[src/rtl/multdiv_pkg.sv]
// ============================================================================
// multdiv_pkg : shared types and constants for the multiply/divide sequencer
// Rev 1.0
// ============================================================================
`default_nettype none

package multdiv_pkg;

  typedef enum logic [1:0] {
    IDLE = 2'd0,
    BUSY = 2'd1,
    DONE = 2'd2
  } state_t;

  localparam logic [4:0]  OP_RTYPE            = 5'b00000;
  localparam logic [4:0]  ALU_MUL             = 5'b00110;
  localparam logic [4:0]  ALU_DIV             = 5'b00111;
  localparam logic [31:0] EXC_MUL             = 32'd4;
  localparam logic [31:0] EXC_DIV             = 32'd5;
  localparam logic [4:0]  RSTATUS_REG_DEFAULT = 5'd30;

  function automatic logic is_multdiv(input logic [4:0] opcode, input logic [4:0] alu_op);
    return (opcode == OP_RTYPE) && ((alu_op == ALU_MUL) || (alu_op == ALU_DIV));
  endfunction

endpackage

`default_nettype wire

[src/rtl/multdiv_iter.sv]
// ============================================================================
// multdiv_iter : radix-2 shift-add multiplier / restoring divider datapath
// Rev 1.0
// ============================================================================
`default_nettype none

module multdiv_iter #(
  parameter int DATA_W = 32
) (
  input  logic              clock,
  input  logic              reset,
  input  logic              start,
  input  logic              step,
  input  logic              is_div,
  input  logic [DATA_W-1:0] operand_a,
  input  logic [DATA_W-1:0] operand_b,
  output logic [DATA_W-1:0] result,
  output logic              exception
);

  // hi:lo is the product for mul, remainder:quotient for div; md is the
  // magnitude of the multiplicand or divisor.
  logic [DATA_W-1:0]   hi, lo, md;
  logic                div_mode, negate, div_zero;
  logic [DATA_W-1:0]   abs_a, abs_b;
  logic [DATA_W-1:0]   hi_next, lo_next, diff;
  logic [DATA_W:0]     sum, shl;
  logic                ge;
  logic [2*DATA_W-1:0] prod_u, prod_s;
  logic [DATA_W-1:0]   quo_s;

  assign abs_a = operand_a[DATA_W-1] ? -operand_a : operand_a;
  assign abs_b = operand_b[DATA_W-1] ? -operand_b : operand_b;

  always_ff @(posedge clock) begin
    if (reset) begin
      hi       <= '0;
      lo       <= '0;
      md       <= '0;
      div_mode <= 1'b0;
      negate   <= 1'b0;
      div_zero <= 1'b0;
    end else if (start) begin
      hi       <= '0;
      lo       <= is_div ? abs_a : abs_b;
      md       <= is_div ? abs_b : abs_a;
      div_mode <= is_div;
      negate   <= operand_a[DATA_W-1] ^ operand_b[DATA_W-1];
      div_zero <= (operand_b == '0);
    end else if (step) begin
      hi <= hi_next;
      lo <= lo_next;
    end
  end

  // The result port reflects the state after the iteration in flight, so the
  // sequencer captures the sign-corrected answer on the final step's edge.
  always_comb begin
    sum  = {1'b0, hi} + (lo[0] ? {1'b0, md} : '0);
    shl  = {hi, lo[DATA_W-1]};
    ge   = (shl >= {1'b0, md});
    diff = shl[DATA_W-1:0] - md;
    if (div_mode) begin
      hi_next = ge ? diff : shl[DATA_W-1:0];
      lo_next = {lo[DATA_W-2:0], ge};
    end else begin
      hi_next = sum[DATA_W:1];
      lo_next = {sum[0], lo[DATA_W-1:1]};
    end
    prod_u = {hi_next, lo_next};
    prod_s = negate ? -prod_u : prod_u;
    quo_s  = negate ? -lo_next : lo_next;
    if (div_mode) begin
      result    = quo_s;
      exception = div_zero;
    end else begin
      result    = prod_s[DATA_W-1:0];
      exception = ~((&prod_s[2*DATA_W-1:DATA_W-1]) | ~(|prod_s[2*DATA_W-1:DATA_W-1]));
    end
  end

endmodule

`default_nettype wire

[src/rtl/multdiv_sequencer.sv]
// ============================================================================
// multdiv_sequencer : stalls execute while mul/div iterates, then writes back
// Optional early-out for zero operands: MULTDIV_EARLY_OUT_EN.   Rev 1.0
// ============================================================================
`default_nettype none

module multdiv_sequencer
  import multdiv_pkg::*;
#(
  parameter int         DATA_W      = 32,
  parameter int         ITERS       = 32,
  parameter logic [4:0] RSTATUS_REG = RSTATUS_REG_DEFAULT
) (
  input  logic              clock,
  input  logic              reset,
  input  logic              in_valid,
  input  logic [4:0]        opcode,
  input  logic [4:0]        alu_op,
  input  logic [4:0]        rd,
  input  logic [DATA_W-1:0] operand_a,
  input  logic [DATA_W-1:0] operand_b,
  input  logic              flush,
  output logic              stall,
  output logic              busy,
  output logic              wb_en,
  output logic [4:0]        wb_reg,
  output logic [DATA_W-1:0] wb_data
);

  localparam int CNT_W = (ITERS > 1) ? $clog2(ITERS) : 1;

  state_t             state;
  logic [CNT_W-1:0]   count;
  logic [4:0]         rd_held;
  logic               op_div;
  logic               wb_pulse;
  logic               issue;
  logic               early;
  logic               last_iter;
  logic [DATA_W-1:0]  eng_result;
  logic               eng_exception;

  assign issue     = (state == IDLE) && in_valid && !flush && is_multdiv(opcode, alu_op);
  assign last_iter = (count == CNT_W'(ITERS - 1));

`ifdef MULTDIV_EARLY_OUT_EN
  // Divide-by-zero must still raise its exception, so it never short-cuts.
  assign early = (alu_op == ALU_DIV) ? ((operand_a == '0) && (operand_b != '0))
                                     : ((operand_a == '0) || (operand_b == '0));
`else
  assign early = 1'b0;
`endif

  assign stall = issue || (state == BUSY);
  assign busy  = (state != IDLE);
  // A flush landing on DONE kills the instruction, so its write is dropped.
  assign wb_en = wb_pulse && !flush;

  multdiv_iter #(
    .DATA_W(DATA_W)
  ) u_iter (
    .clock     (clock),
    .reset     (reset),
    .start     (issue),
    .step      (state == BUSY),
    .is_div    (alu_op == ALU_DIV),
    .operand_a (operand_a),
    .operand_b (operand_b),
    .result    (eng_result),
    .exception (eng_exception)
  );

  always_ff @(posedge clock) begin
    if (reset) begin
      state    <= IDLE;
      count    <= '0;
      rd_held  <= '0;
      op_div   <= 1'b0;
      wb_pulse <= 1'b0;
      wb_reg   <= '0;
      wb_data  <= '0;
    end else begin
      wb_pulse <= 1'b0;
      case (state)
        IDLE: begin
          if (issue) begin
            rd_held <= rd;
            op_div  <= (alu_op == ALU_DIV);
            count   <= '0;
            if (early) begin
              state    <= DONE;
              wb_pulse <= 1'b1;
              wb_reg   <= rd;
              wb_data  <= '0;
            end else begin
              state <= BUSY;
            end
          end
        end
        BUSY: begin
          if (flush) begin
            state <= IDLE;
          end else if (last_iter) begin
            state    <= DONE;
            wb_pulse <= 1'b1;
            if (eng_exception) begin
              wb_reg  <= RSTATUS_REG;
              wb_data <= op_div ? DATA_W'(EXC_DIV) : DATA_W'(EXC_MUL);
            end else begin
              wb_reg  <= rd_held;
              wb_data <= eng_result;
            end
          end else begin
            count <= count + 1'b1;
          end
        end
        DONE:    state <= IDLE;
        default: state <= IDLE;
      endcase
    end
  end

endmodule

`default_nettype wire

[config.mk]
export PLATFORM = sky130hd
export DESIGN_NAME = multdiv_sequencer
export DESIGN_NICKNAME = d
export VERILOG_FILES = /design/src/rtl/multdiv_pkg.sv /design/src/rtl/multdiv_iter.sv /design/src/rtl/multdiv_sequencer.sv
export SDC_FILE = /design/constraint.sdc
export NUM_CORES = 1
export LEC_CHECK = 0
export BUFFER_PORTS_ARGS = -buffer_cell sky130_fd_sc_hd__buf_2
export CAP_MARGIN = 25
export CORE_MARGIN = 3
export CORE_UTILIZATION = 59
export CTS_BUF_LIST = sky130_fd_sc_hd__clkbuf_2
export CTS_CLUSTER_DIAMETER = 50
export CTS_CLUSTER_SIZE = 24
export DETAILED_ROUTE_END_ITERATION = 8
export PLACE_DENSITY = 0.82
export REMOVE_ABC_BUFFERS = 1
export SETUP_SLACK_MARGIN = 0.5
export SLEW_MARGIN = 25
export SYNTH_ARGS = -nofsm -noshare
export SYNTH_HDL_FRONTEND = slang
export SYNTH_HIERARCHICAL = 1
export SYNTH_SLANG_ARGS = --single-unit
[constraint.sdc]
create_clock -name clock -period 6.8 [get_ports clock]
set_clock_uncertainty 0.1 [all_clocks]
set_input_delay 1.02 -clock clock [delete_from_list [all_inputs] [get_ports clock]]
set_output_delay 1.02 -clock clock [all_outputs]
set_load 0.1 [all_outputs]
==> impl_results.md <==
* Outcome: finished clean
* Register-to-Register Setup Slack at between 0.7 and 0.8 ns
* CTS Buf Count at 17
* Area after DPL at ~15000 um^2
* Lkg Pwr at 6.530 nW
* Most common cell on crit path: or4_1
* Startpoint Class: register
* Int Pwr at approximately 1.1 mW
* Power Density at 101.7 nW/um^2
* Setup violators final at 0
* Area grow syn2layout at 9.460%
* Worst rel slew slack at 0.2786
* Worst Hold End: rd_held[2]$_SDFFE_PP0P_
* Peak fanout along the critical path at 16
* Share of the synthesized area in the top cell type at 0.2089
* # DRC at 0
* Worst path buffer plus inverter count at 2
* Routed Antenna Nets at 0
* Clock power share at 0.321
* Hold path cells at 3
* Io pins at 123
* Post-Syn Area at ~14000 um^2
* # fillers at between 2000 and 2500
* Final worst path period share at 0.8959
* CP max stage delay at approximately 0.55 ns
* Clk_lat worst skew at 0.79 ns
* CTS Root Cell: clkbuf_2
* Top Family by Delay on Critical Path: simple AND/OR/NAND/NOR gates
* Hold_ws at approximately 0.37 ns
* CP max stage cell: or4_1
* CTS tree: done
* Sw Ratio at 0.3336
* Minimum clock period after layout at 6.092 ns
* WS Path Type: reg2reg
* Multi-input logic area at around 11000 um^2
* Reg2reg start: u_iter/hi[10]$_SDFFE_PP0P_
* Grt ovf at 0
* Yosys warns at 6
* Net Sw Power at 0.5339 mW
* Max Clock Freq at ~160 MHz
* H-tree Lvls at 4
* Routed WL per cell at roughly 20 um
* Layout Nets at between 2000 and 2500
* Share of cells above drive strength 1 at 0.1510
* Final Hold Vio Count at 0
* Routed WL at around 48 mm
* Routability Congestion at 1.096
* Rows at 56
* Initial DRT Pass Iterations at 6
* Final Instance Area at around 16000 um^2
* Critical Path AT at approximately 6.7 ns
* Combinational Power Share at 0.128
* Post-synthesis cell count at approximately 2000
* Clk sink count at 150
* Measured slew at the worst slew-check pin at ~1.1 ns
* Crit-path cells: ha_1, nand3_1, or4_1, nor4_2, o21ai_1, and2_2, buf_4, a31oi_1, a22oi_1, nor2_1, nand4_2, o31ai_1, xnor2_1, nand4b_1, or4_1, o41ai_2, nor2_2, and2b_4, buf_12, a22o_1
* Worst reg2reg path endpoint: wb_data[31]$_SDFFE_PP0P_
* Synth cell count leaders: nor2_1 (273), a21oi_1 (181), dfxtp_1 (150)
* GRT Total Usage at 0.3459
* Initial antenna violation count at 2
* Post-synth EDFFs at 0
* Req. time, crit path at 7.42 ns
* CORE AREA at about 24000 um^2
* First DRT Iteration DRCs at 1643
* RSZ-0062 raised after global routing: no
* First-pass GRT wire length at 73.92 mm
* Most frequent cell after synthesis: nor2_1
* Post-DP HPWL at approximately 36 mm
* Die Y at approximately 160 um
* Port bufs at approximately 120
* Max Cap Viol at 0
* Initial Utilization at 0.6070
* Hold buffer count at CTS at 0
* Final Max Slew Viols at 0
* Hold_sp: rd[2]
* Number of synthesized register bits at 150
* Ys async rst share at 0
* Die Wd at around 160 um
* Clock Path Buffers at 2
* Seq. cell area at 3010 um^2
* Vias in the first global route at around 14000
* Peak VDD IR at 80.96 uV
* Synth area leaders: dfxtp_1 (21%), nor2_1 (7.1%), a21oi_1 (6.3%)
* Routed vias at approximately 15000
* Number of distinct library cells after synthesis at 96
* Top_reg_cell synth: dfxtp_1
* Syn avg cell area at 7.339 um^2
* Crit path capture type: register
* CTS clk-pin slew, worst paths at a little under 0.3 ns
* Top cell type by total area after synthesis: dfxtp_1
* Sequential area share after synthesis at 0.2089
* Worst hold-check path type: in2reg
* Total die area at around 26000 um^2
* Largest net degree at the start of global routing at 90
* Vias/cell at 6.537
* R2R cell count at 20
* Flop pwr share at 0.552
* Core Util, Final at 0.6645
[worst min-delay path, cell delays in order]
cell,delay (ns)
buf_2,0.08
mux2i_1,0.06
nor2_1,0.07
[logic make-up after synthesis]
kind of cell	count (synthesis)	synth area share
AO/OA/AOI/OAI	592	0.2690
XOR/XNOR	161	0.09809
adder cells (fa/ha/maj)	71	0.06284
buffers and inverters	192	0.05492
flip-flops	150	0.2089
multiplexers	92	0.06553
AND/OR/NAND/NOR	701	0.2407
[routing by layer]
metal  up-vias  wire length, um  global-route usage
met1      7324            19960              0.4591
met2       755            21820              0.5661
li1       7265                -                   -
met5         -               13                   0
met3       133             4545             0.06656
met4         2             1443              0.1159
[what timing repair did]
action,CTS,global route
pin swaps,2,8
cloned,0,2
resized for setup,5,46
setup buffers,3,7
hold endpoints to repair,0,0
setup endpoints to repair,31,37
[stage by stage]
step	instances	power (mW)	setup slack, ns	setup TNS (ns)
4_1_cts	2357	1.597	0.5005	0
5_1_grt	2367	1.656	0.4698	0
3_5_place_dp	2322	1.095	0.3913	0
6_report	2368	1.600	0.7076	0
3_3_place_gp	2322	1.090	0.4896	0
2_1_floorplan	1843	0.9995	-1.853	-64.82
[layout by cell type (no fill, tap or decap), types with 38 or more instances in the layout]
cell type	instances
nor2_1	270
a21oi_1	177
dfxtp_1	146
nand2_1	138
buf_2	122
o21ai_0	114
xnor2_1	84
xor2_1	77
mux2i_1	75
inv_1	71
ha_1	67
a211oi_1	59
buf_4	45
nor3_1	43
nand3_1	38
[final cells by class]
cell class              count  share of cell area
multi-input cells        1618              0.6853
flip-flops and latches    150              0.1913
repair buffers            171             0.06536
well taps                 319             0.02536
inverters                  76             0.01821
clock inverters            15            0.008746
clock buffers              17            0.005407
diodes                      2           0.0003180
[power groups by stage]
stage               clock network (mW)  logic (mW)  registers (mW)
floorplan                            0       0.101           0.899
global placement                     0       0.192           0.898
detailed placement                   0       0.196           0.898
CTS                              0.517       0.197           0.883
global route                     0.552       0.220           0.884
finish                           0.513       0.205           0.883
[worst max path at each step]
stage                            startpoint                        to  slack [ns]  depth (start not counted)
2_1_floorplan  u_iter/div_mode$_SDFFE_PP0P_  wb_data[10]$_SDFFE_PP0P_       -1.85                         16
3_3_place_gp     u_iter/md[24]$_SDFFE_PP0P_   wb_data[8]$_SDFFE_PP0P_        0.49                         21
3_5_place_dp     u_iter/md[19]$_SDFFE_PP0P_  wb_data[31]$_SDFFE_PP0P_        0.39                         21
4_1_cts          u_iter/md[24]$_SDFFE_PP0P_  wb_data[31]$_SDFFE_PP0P_        0.50                         28
5_1_grt           u_iter/hi[9]$_SDFFE_PP0P_  wb_data[31]$_SDFFE_PP0P_        0.47                         26
6_report         u_iter/hi[10]$_SDFFE_PP0P_  wb_data[31]$_SDFFE_PP0P_        0.71                         20
Note: power is estimated with default switching activity, not from simulation.
